**src/rtl/axi_line_bridge.sv**
```systemverilog
// AXI3 master that moves one cache line (INCR burst) or one uncached word per
// request, with real write data, B-response wait and sticky error reporting.
module axi_line_bridge #(
  parameter int LINE_WORDS = 8,
  parameter int AXI_ID     = 0
) (
  input  logic                     aclk,
  input  logic                     aresetn,
  input  logic                     rd_req,
  input  logic                     wr_req,
  input  logic                     uncached,
  input  logic [31:0]              addr,
  input  logic [3:0]               wr_strb,
  input  logic [32*LINE_WORDS-1:0] wr_line,
  output logic [32*LINE_WORDS-1:0] rd_line,
  output logic                     done,
  output logic                     err,
  output logic [3:0]               arid,
  output logic [31:0]              araddr,
  output logic [7:0]               arlen,
  output logic [2:0]               arsize,
  output logic [1:0]               arburst,
  output logic                     arvalid,
  input  logic                     arready,
  output logic [1:0]               arlock,
  output logic [3:0]               arcache,
  output logic [2:0]               arprot,
  input  logic [31:0]              rdata,
  input  logic [1:0]               rresp,
  input  logic                     rlast,
  input  logic                     rvalid,
  output logic                     rready,
  output logic [3:0]               awid,
  output logic [31:0]              awaddr,
  output logic [7:0]               awlen,
  output logic [2:0]               awsize,
  output logic [1:0]               awburst,
  output logic                     awvalid,
  input  logic                     awready,
  output logic [1:0]               awlock,
  output logic [3:0]               awcache,
  output logic [2:0]               awprot,
  output logic [3:0]               wid,
  output logic [31:0]              wdata,
  output logic [3:0]               wstrb,
  output logic                     wlast,
  output logic                     wvalid,
  input  logic                     wready,
  input  logic [1:0]               bresp,
  input  logic                     bvalid,
  output logic                     bready
);

  localparam int              CW        = (LINE_WORDS > 1) ? $clog2(LINE_WORDS) : 1;
  localparam int              OFF_BITS  = $clog2(LINE_WORDS) + 2;
  localparam logic [31:0]     LINE_MASK = ~((32'd1 << OFF_BITS) - 32'd1);
  localparam logic [CW-1:0]   CNT_MAX   = CW'(LINE_WORDS - 1);
  localparam logic [7:0]      BURST_LEN = 8'(LINE_WORDS - 1);
  localparam logic [3:0]      ID        = 4'(AXI_ID);

  localparam logic [2:0] S_IDLE = 3'd0;
  localparam logic [2:0] S_AR   = 3'd1;
  localparam logic [2:0] S_R    = 3'd2;
  localparam logic [2:0] S_AW   = 3'd3;
  localparam logic [2:0] S_W    = 3'd4;
  localparam logic [2:0] S_B    = 3'd5;
  localparam logic [2:0] S_DONE = 3'd6;

  logic [2:0]                       state, next_state;
  logic [CW-1:0]                    cnt;
  logic [31:0]                      addr_q;
  logic                             unc_q;
  logic [3:0]                       strb_q;
  logic                             err_q;
  logic [LINE_WORDS-1:0][31:0]      line_q;
  logic [LINE_WORDS-1:0][31:0]      rd_q;
  logic [31:0]                      bus_addr;
  logic [7:0]                       bus_len;
  logic                             accept;

  assign accept   = (state == S_IDLE) && (wr_req || rd_req);
  assign bus_addr = unc_q ? addr_q : (addr_q & LINE_MASK);
  assign bus_len  = unc_q ? 8'd0 : BURST_LEN;

  always_comb begin
    // NOTE: next_state gets a default before the case so no path leaves it unassigned (no latch).
    next_state = state;
    case (state)
      S_IDLE: begin
        if (wr_req)      next_state = S_AW;
        else if (rd_req) next_state = S_AR;
      end
      S_AR:    if (arready)          next_state = S_R;
      S_R:     if (rvalid && rlast)  next_state = S_DONE;
      S_AW:    if (awready)          next_state = S_W;
      S_W:     if (wready && wlast)  next_state = S_B;
      S_B:     if (bvalid)           next_state = S_DONE;
      S_DONE:                        next_state = S_IDLE;
      default:                       next_state = S_IDLE;
    endcase
  end

  // NOTE: state registers use non-blocking assignments so every flop samples pre-edge values.
  always_ff @(posedge aclk or negedge aresetn) begin
    if (!aresetn) begin
      state  <= S_IDLE;
      cnt    <= '0;
      addr_q <= '0;
      unc_q  <= 1'b0;
      strb_q <= '0;
      err_q  <= 1'b0;
      rd_q   <= '0;
    end else begin
      state <= next_state;
      case (state)
        S_IDLE: if (accept) begin
          addr_q <= addr;
          unc_q  <= uncached;
          strb_q <= wr_strb;
          cnt    <= '0;
          err_q  <= 1'b0;
        end
        S_R: if (rvalid) begin
          rd_q[cnt] <= rdata;
          if (cnt != CNT_MAX) cnt <= cnt + 1'b1;
          if (rresp != 2'b00) err_q <= 1'b1;
        end
        S_W: if (wready && cnt != CNT_MAX) cnt <= cnt + 1'b1;
        S_B: if (bvalid && bresp != 2'b00) err_q <= 1'b1;
        default: ;
      endcase
    end
  end

  // NOTE: the write-data copy is only read after being loaded, so it needs no reset.
  always_ff @(posedge aclk) begin
    if (accept) line_q <= wr_line;
  end

  assign rd_line = rd_q;
  assign done    = (state == S_DONE);
  assign err     = (state == S_DONE) && err_q;

  assign arid    = ID;
  assign araddr  = bus_addr;
  assign arlen   = bus_len;
  assign arsize  = 3'b010;
  assign arburst = 2'b01;
  assign arlock  = 2'b00;
  assign arcache = 4'b0000;
  assign arprot  = 3'b000;
  assign arvalid = (state == S_AR);
  assign rready  = (state == S_R);

  assign awid    = ID;
  assign awaddr  = bus_addr;
  assign awlen   = bus_len;
  assign awsize  = 3'b010;
  assign awburst = 2'b01;
  assign awlock  = 2'b00;
  assign awcache = 4'b0000;
  assign awprot  = 3'b000;
  assign awvalid = (state == S_AW);

  // Write beats are indexed by the beat counter; uncached bursts are one beat long.
  assign wid     = ID;
  assign wdata   = line_q[cnt];
  assign wstrb   = unc_q ? strb_q : 4'b1111;
  assign wlast   = (8'(cnt) == bus_len);
  assign wvalid  = (state == S_W);
  assign bready  = (state == S_B);

endmodule

```
**config.mk**
```make
export PLATFORM = sky130hd
export DESIGN_NAME = axi_line_bridge
export DESIGN_NICKNAME = d
export VERILOG_FILES = /design/src/rtl/axi_line_bridge.sv
export SDC_FILE = /design/constraint.sdc
export NUM_CORES = 1
export LEC_CHECK = 0
export ABC_AREA = 1
export BUFFER_PORTS_ARGS = -buffer_cell sky130_fd_sc_hd__buf_4
export CAP_MARGIN = 20
export CORE_AREA = 2 2 295 297
export CTS_BUF_LIST = sky130_fd_sc_hd__clkbuf_8
export DETAILED_ROUTE_END_ITERATION = 6
export DIE_AREA = 0 0 297 299
export GPL_TIMING_DRIVEN = 0
export MAX_ROUTING_LAYER = met4
export PLACE_DENSITY = 0.47
export SYNTH_ARGS = -nofsm -noshare
export SYNTH_HDL_FRONTEND = slang
export SYNTH_SLANG_ARGS = --single-unit
```
**constraint.sdc**
```tcl
create_clock -name aclk -period 13.7 [get_ports aclk]
set_input_delay 1.37 -clock aclk [delete_from_list [all_inputs] [get_ports aclk]]
set_output_delay 1.37 -clock aclk [all_outputs]
set_load 0.05 [all_outputs]
```
; After elaboration in Yosys (flattened, before gate mapping)
; Index checks and enable logic that the tools add are counted.
[totals]
out_inout_bits = 420
register_bits = 556
inputBits = 339
[op_classes]
eq_ne = 20
n_lt_le_gt_ge = 2
reduce_logical = 18
addsub = 1
n_mux = 26
[op_table]
columns = op, n
row1 = bitwise mux 256 bit, 1
row2 = binary-select mux 32 bit (select 3 bit), 1
row3 = demux 32 bit (select 3 bit), 1
row4 = two-way mux 32 bit, 2
row5 = two-way mux 3 bit, 12
row6 = case mux 3 bit (6 select lines), 1
row7 = "!= test 2 x 1 -> 1 bit, second input constant", 8
row8 = AND reduction 5 bit, 2
row9 = "equality test 3 bit, second input constant", 3
row10 = case mux 3 bit (3 select lines), 1
row11 = logical AND 1 bit, 7
row12 = "equality test 3 x 2 -> 1 bit, second input constant", 2
row13 = "!= test 2 bit, second input constant", 3
row14 = "!= test 3 bit, second input constant", 2
row15 = AND reduction 6 bit, 1
row16 = nonzero test 3 bit, 2
row17 = two-way mux 5 bit, 1
row18 = "< comparator 3 x 4 -> 1 bit, second input constant", 1
row19 = two-way mux 1 bit, 4
row20 = two-way mux 4 bit, 1
row21 = AND reduction 2 bit, 2
row22 = nonzero test 2 bit, 2
row23 = "adder 3 x 1 -> 3 bit, second input constant", 1
row24 = "equality test 3 x 1 -> 1 bit, second input constant", 1
row25 = 5 further kinds, 5

; Longest topological paths before layout
[depth]
depth_word = 5
mapped_depth = 10
depth_no_buf = 9

; Least setup slack after synthesis
; No wires, ideal clock.
[synth_timing]
kind = input-to-reg
from = in wr_req
to = reg line_q[0] (netlist name) (enable)
required_ns = 13.193
stages = 5
arrival_time_ns = 4.852
slack_ns = 8.342
setup_ns = 0.507
n_path_buf = 2
cell_sequence = nor2_1 or2_1 buf_4 inv_2 buf_2
[synth_via]
elab_chain_len = 2
[synth_lines]
columns = element, line
row1 = "start, declared", 10  ; input logic wr_req,
row2 = logical OR 1 bit, 81  ; assign accept = (state == S_IDLE) && (wr_req || rd_req);
row3 = logical AND 1 bit, 81
row4 = net accept, 79  ; logic accept;
row5 = "end signal, assigned", 137  ; if (accept) line_q <= wr_line;
row6 = "end, declared", 75  ; logic [LINE_WORDS-1:0][31:0] line_q;
; The timed path passes the listed nets, and every way through them passes these cells.
; A chain may end at the register's enable or synchronous reset.

; Worst setup path in the final report
[layout_timing]
from = reg cnt[0]
to = out wdata[3]
[layout_via]
elab_chain_len = 2
[layout_lines]
columns = element, line
row1 = "start, declared", 70  ; logic [CW-1:0] cnt;
row2 = "start signal, assigned", 125  ; if (cnt != CNT_MAX) cnt <= cnt + 1'b1;
row3 = "start signal, assigned", 128  ; S_W: if (wready && cnt != CNT_MAX) cnt <= cnt + 1'b1;
row4 = binary-select mux 32 bit (select 3 bit), 167  ; assign wdata = line_q[cnt];
row5 = two-way mux 32 bit (not written as such), 167
row6 = "end, declared", 44  ; output logic [31:0] wdata,
; No other way between the ends. The select of a mux whose other input is x is not followed.

==> metrics.md <==
| Metric | Value |
|---|---|
| Fmax | approximately 210 MHz |
| Die W | about 300 µm |
| Slew @ Worst Pin | 0.988 ns |
| Synth top area share | around a third |
| Core Region | between 0.08 and 0.09 mm² |
| H-tree levels | 3 |
| DIE AREA | approximately 0.089 mm² |
| Detail Placement HPWL | ~71000 µm |
| Worst Path Required | between 10 and 15 ns |
| Slew Viols, Final | 0 |
| Initial antenna violation count | 7 |
| Initial Utilization | a little over a quarter |
| Setup Skew | 0.0471 ns |
| Peak fanout along the critical path | 10 |
| Largest net degree at the start of global routing | ~120 |
| Nature of the critical path endpoint | output port |
| Cell Chain, Critical Path | buf_2 -> clkbuf_1 -> clkbuf_1 -> nand4_1 -> nand4_1 -> buf_4 |
| Router iterations before antenna repair | 5 |
| Synth warn | 0 |
| Top-count cell post-synth | nand2_1 |
| Wirelength per Cell | approximately 22 µm |
| Most frequent cells after synthesis | nand2_1, dfrtp_1, edfxtp_1, o21ai_0, buf_4 |
| Crit-path max cell delay | ~0.66 ns |
| Iter 0 DRT Violations | approximately 1200 |
| Hold Worst Slack | approximately 0.46 ns |
| Final setup margin | 9.04 ns |
| PostCTS Resize Cnt | 0 |
| Io pins | ~760 |
| Antenna Violating Nets Remaining | 0 |
| Minimum clock period after layout | approximately 4.7 ns |
| Rel. slew slack | 34.0% |
| Buffers & Inverters on Critical Path | 4 |
| Leak pwr | 15.8 nW |
| Max Buffers Root-to-Sink | 3 |
| Place WS | between 9 and 10 ns |
| Status | finished, final reports clean |
| CP Data Arrival Time | 3.29 ns |
| Synth unique cells | 30 |
| Syn Inst Count | around 2300 |
| First-pass GRT wire length | around 130000 µm |
| Maximum VDD drop | roughly 120 µV |
| Largest area contributor in the netlist | edfxtp_1 |
| Synth Cell Area | 0.0233 mm² |
| Die Span Y | approximately 300 µm |
| CP delay by family, top | buffers and inverters |
| # setup viols final | 0 |
| Startpoint types | flop |
| Tcrit/Tclk final | 34.0% |
| CTS tree | done |
| Post-synth EDFFs | between 200 and 300 |
| Synth Flop Type | dfrtp_1 |
| Setup TNS | 0 ns |
| Via density per instance | roughly 4.4 |
| Layout cell share with drive strength beyond 1 | 33.0% |
| Post-cts hold buffer count | 0 |
| Final Hold Viols | 0 |
| Synth area leaders | edfxtp_1, dfrtp_1, nand2_1 |
| P&R area growth vs syn | 37.7% |
| MaxCap Viol Count | 0 |
| Vias in the first global route | about 19000 |
| Clock-pin slew on the worst setup and hold paths | approximately 0.07 ns |
| Total gr overflow | 0 |
| Vias | ~19000 |
| Seq/Total Area, Yosys | 65.3% |
| Gpl congestion | approximately 0.81 |
| Nets | roughly 3500 |
| Clock Latency Late Sink | about 0.7 ns |
| Register bit total from synthesis | roughly 560 |
| HP Class | reg -> reg |
| CTS Root Cell | clkbuf_8 |
| Placed insts | approximately 4200 |
| Finished Layout Cells | roughly 4400 |
| Crit-path slowest cell | clkbuf_1 |
| CTS Sinks | ~560 |
| Avg Inst Size Synth | roughly 10 µm² |
| Rows | around 110 |
| Aggregate routed wire length | 95100 µm |
| Post-synth ARST share | 54.0% |
| TritonCTS Buffers | between 100 and 150 |
| Kind of critical path | reg -> out |
| Power Density | roughly 230 mW/mm² |
| Post-CTS Setup Bufs | 0 |
| I/O Buffers | approximately 680 |
| RSZ-0062 raised after global routing | false |
| Overall Global Routing Usage | 21.4% |
| # DRC | 0 |
-- state kept, by name, indices dropped and copies added, names as in the netlist --
name,flops
unc_q,1
rd_line,256
strb_q,4
err_q,1
addr_q,32
cnt,3
line_q,256
state,3
-- placed cells by master (no fill, tap or decap), types with 9 or more instances in the layout --
cell type  netlist  layout
clkinv_1         0      11
conb_1           2      50
inv_1           38      76
nand3_1         20      20
buf_4          128     803
nand2_1        861     861
buf_2           70      69
clkbuf_1        64      64
edfxtp_1       256     256
o21ai_1         93      93
nor2_1          31      31
clkinv_2         0      12
o21ai_2         10      10
clkbuf_8         0     108
nand4_1         52      52
nor2_4           9       9
dfrtp_1        300     300
buf_6           16      16
o21ai_0        204     204
a21oi_1        109     109
-- cells by family (layout without fill, tap and decap cells) --
family	Yosys count	in the layout	synth area share, %
simple gates	986	986	17.0
flops	556	556	65.3
compound gates	419	419	9.20
buf+inv	330	1188	8.29
fa+ha+maj	2	2	0.108
other cells	2	57	0.0323
-- power breakdown --
group | total, mW | internal, mW | switching (mW)
clock | 1.51 | 0.769 | 0.741
sequential | 2.45 | 2.25 | 0.205
combinational | 3.29 | 0.909 | 2.38
-- through the flow --
step | area, µm² | utilization (%) | power (mW)
floorplan | 23400 | - | 4.62
global placement | 30000 | 34.9 | 5.83
detailed placement | 30100 | 35.0 | 5.82
CTS | 32000 | 37.2 | 7.36
global route | 32000 | 37.2 | 7.62
finish | 32000 | 37.2 | 7.26
-- routing by layer --
layer | vias up | GRT usage [%] | wire length [µm]
met5 | - | - | 0
met4 | 0 | 7.13 | 2880
met3 | 152 | 6.51 | 7470
met2 | 712 | 36.3 | 47400
met1 | 9156 | 24.1 | 37400
li1 | 9124 | - | -
-- worst paths after layout --
check	slack, ns	cells past startpoint	from	endpoint
hold / removal	0.46	2	err_q	err_q
max in group asynchronous	11.42	4	aresetn	rd_line[100]
min in group asynchronous	0.55	1	aresetn	rd_line[143]
setup / recovery	9.04	6	cnt[0]	wdata[3]
hold reg to reg	0.46	2	err_q	err_q
setup reg to reg	10.63	9	state[1]	line_q[201]
-- worst min-delay path, cell delays in order, from the launching register on --
cell and delay, ns:
dfrtp_1 0.34, nand2_1 0.05, nand2_1 0.04
-- cell type report --
class	count	area [µm²]
fill	8875	53900
sequential	556	15200
multi-input combinational	1457	6310
buffer	286	1770
timing repair buffer	681	5220
inverter	44	165
clock buffer	108	1490
antenna	7	17.5
clock inverter	69	398
tap	1155	1450
No activity file was read; power rests on OpenSTA's default activity.
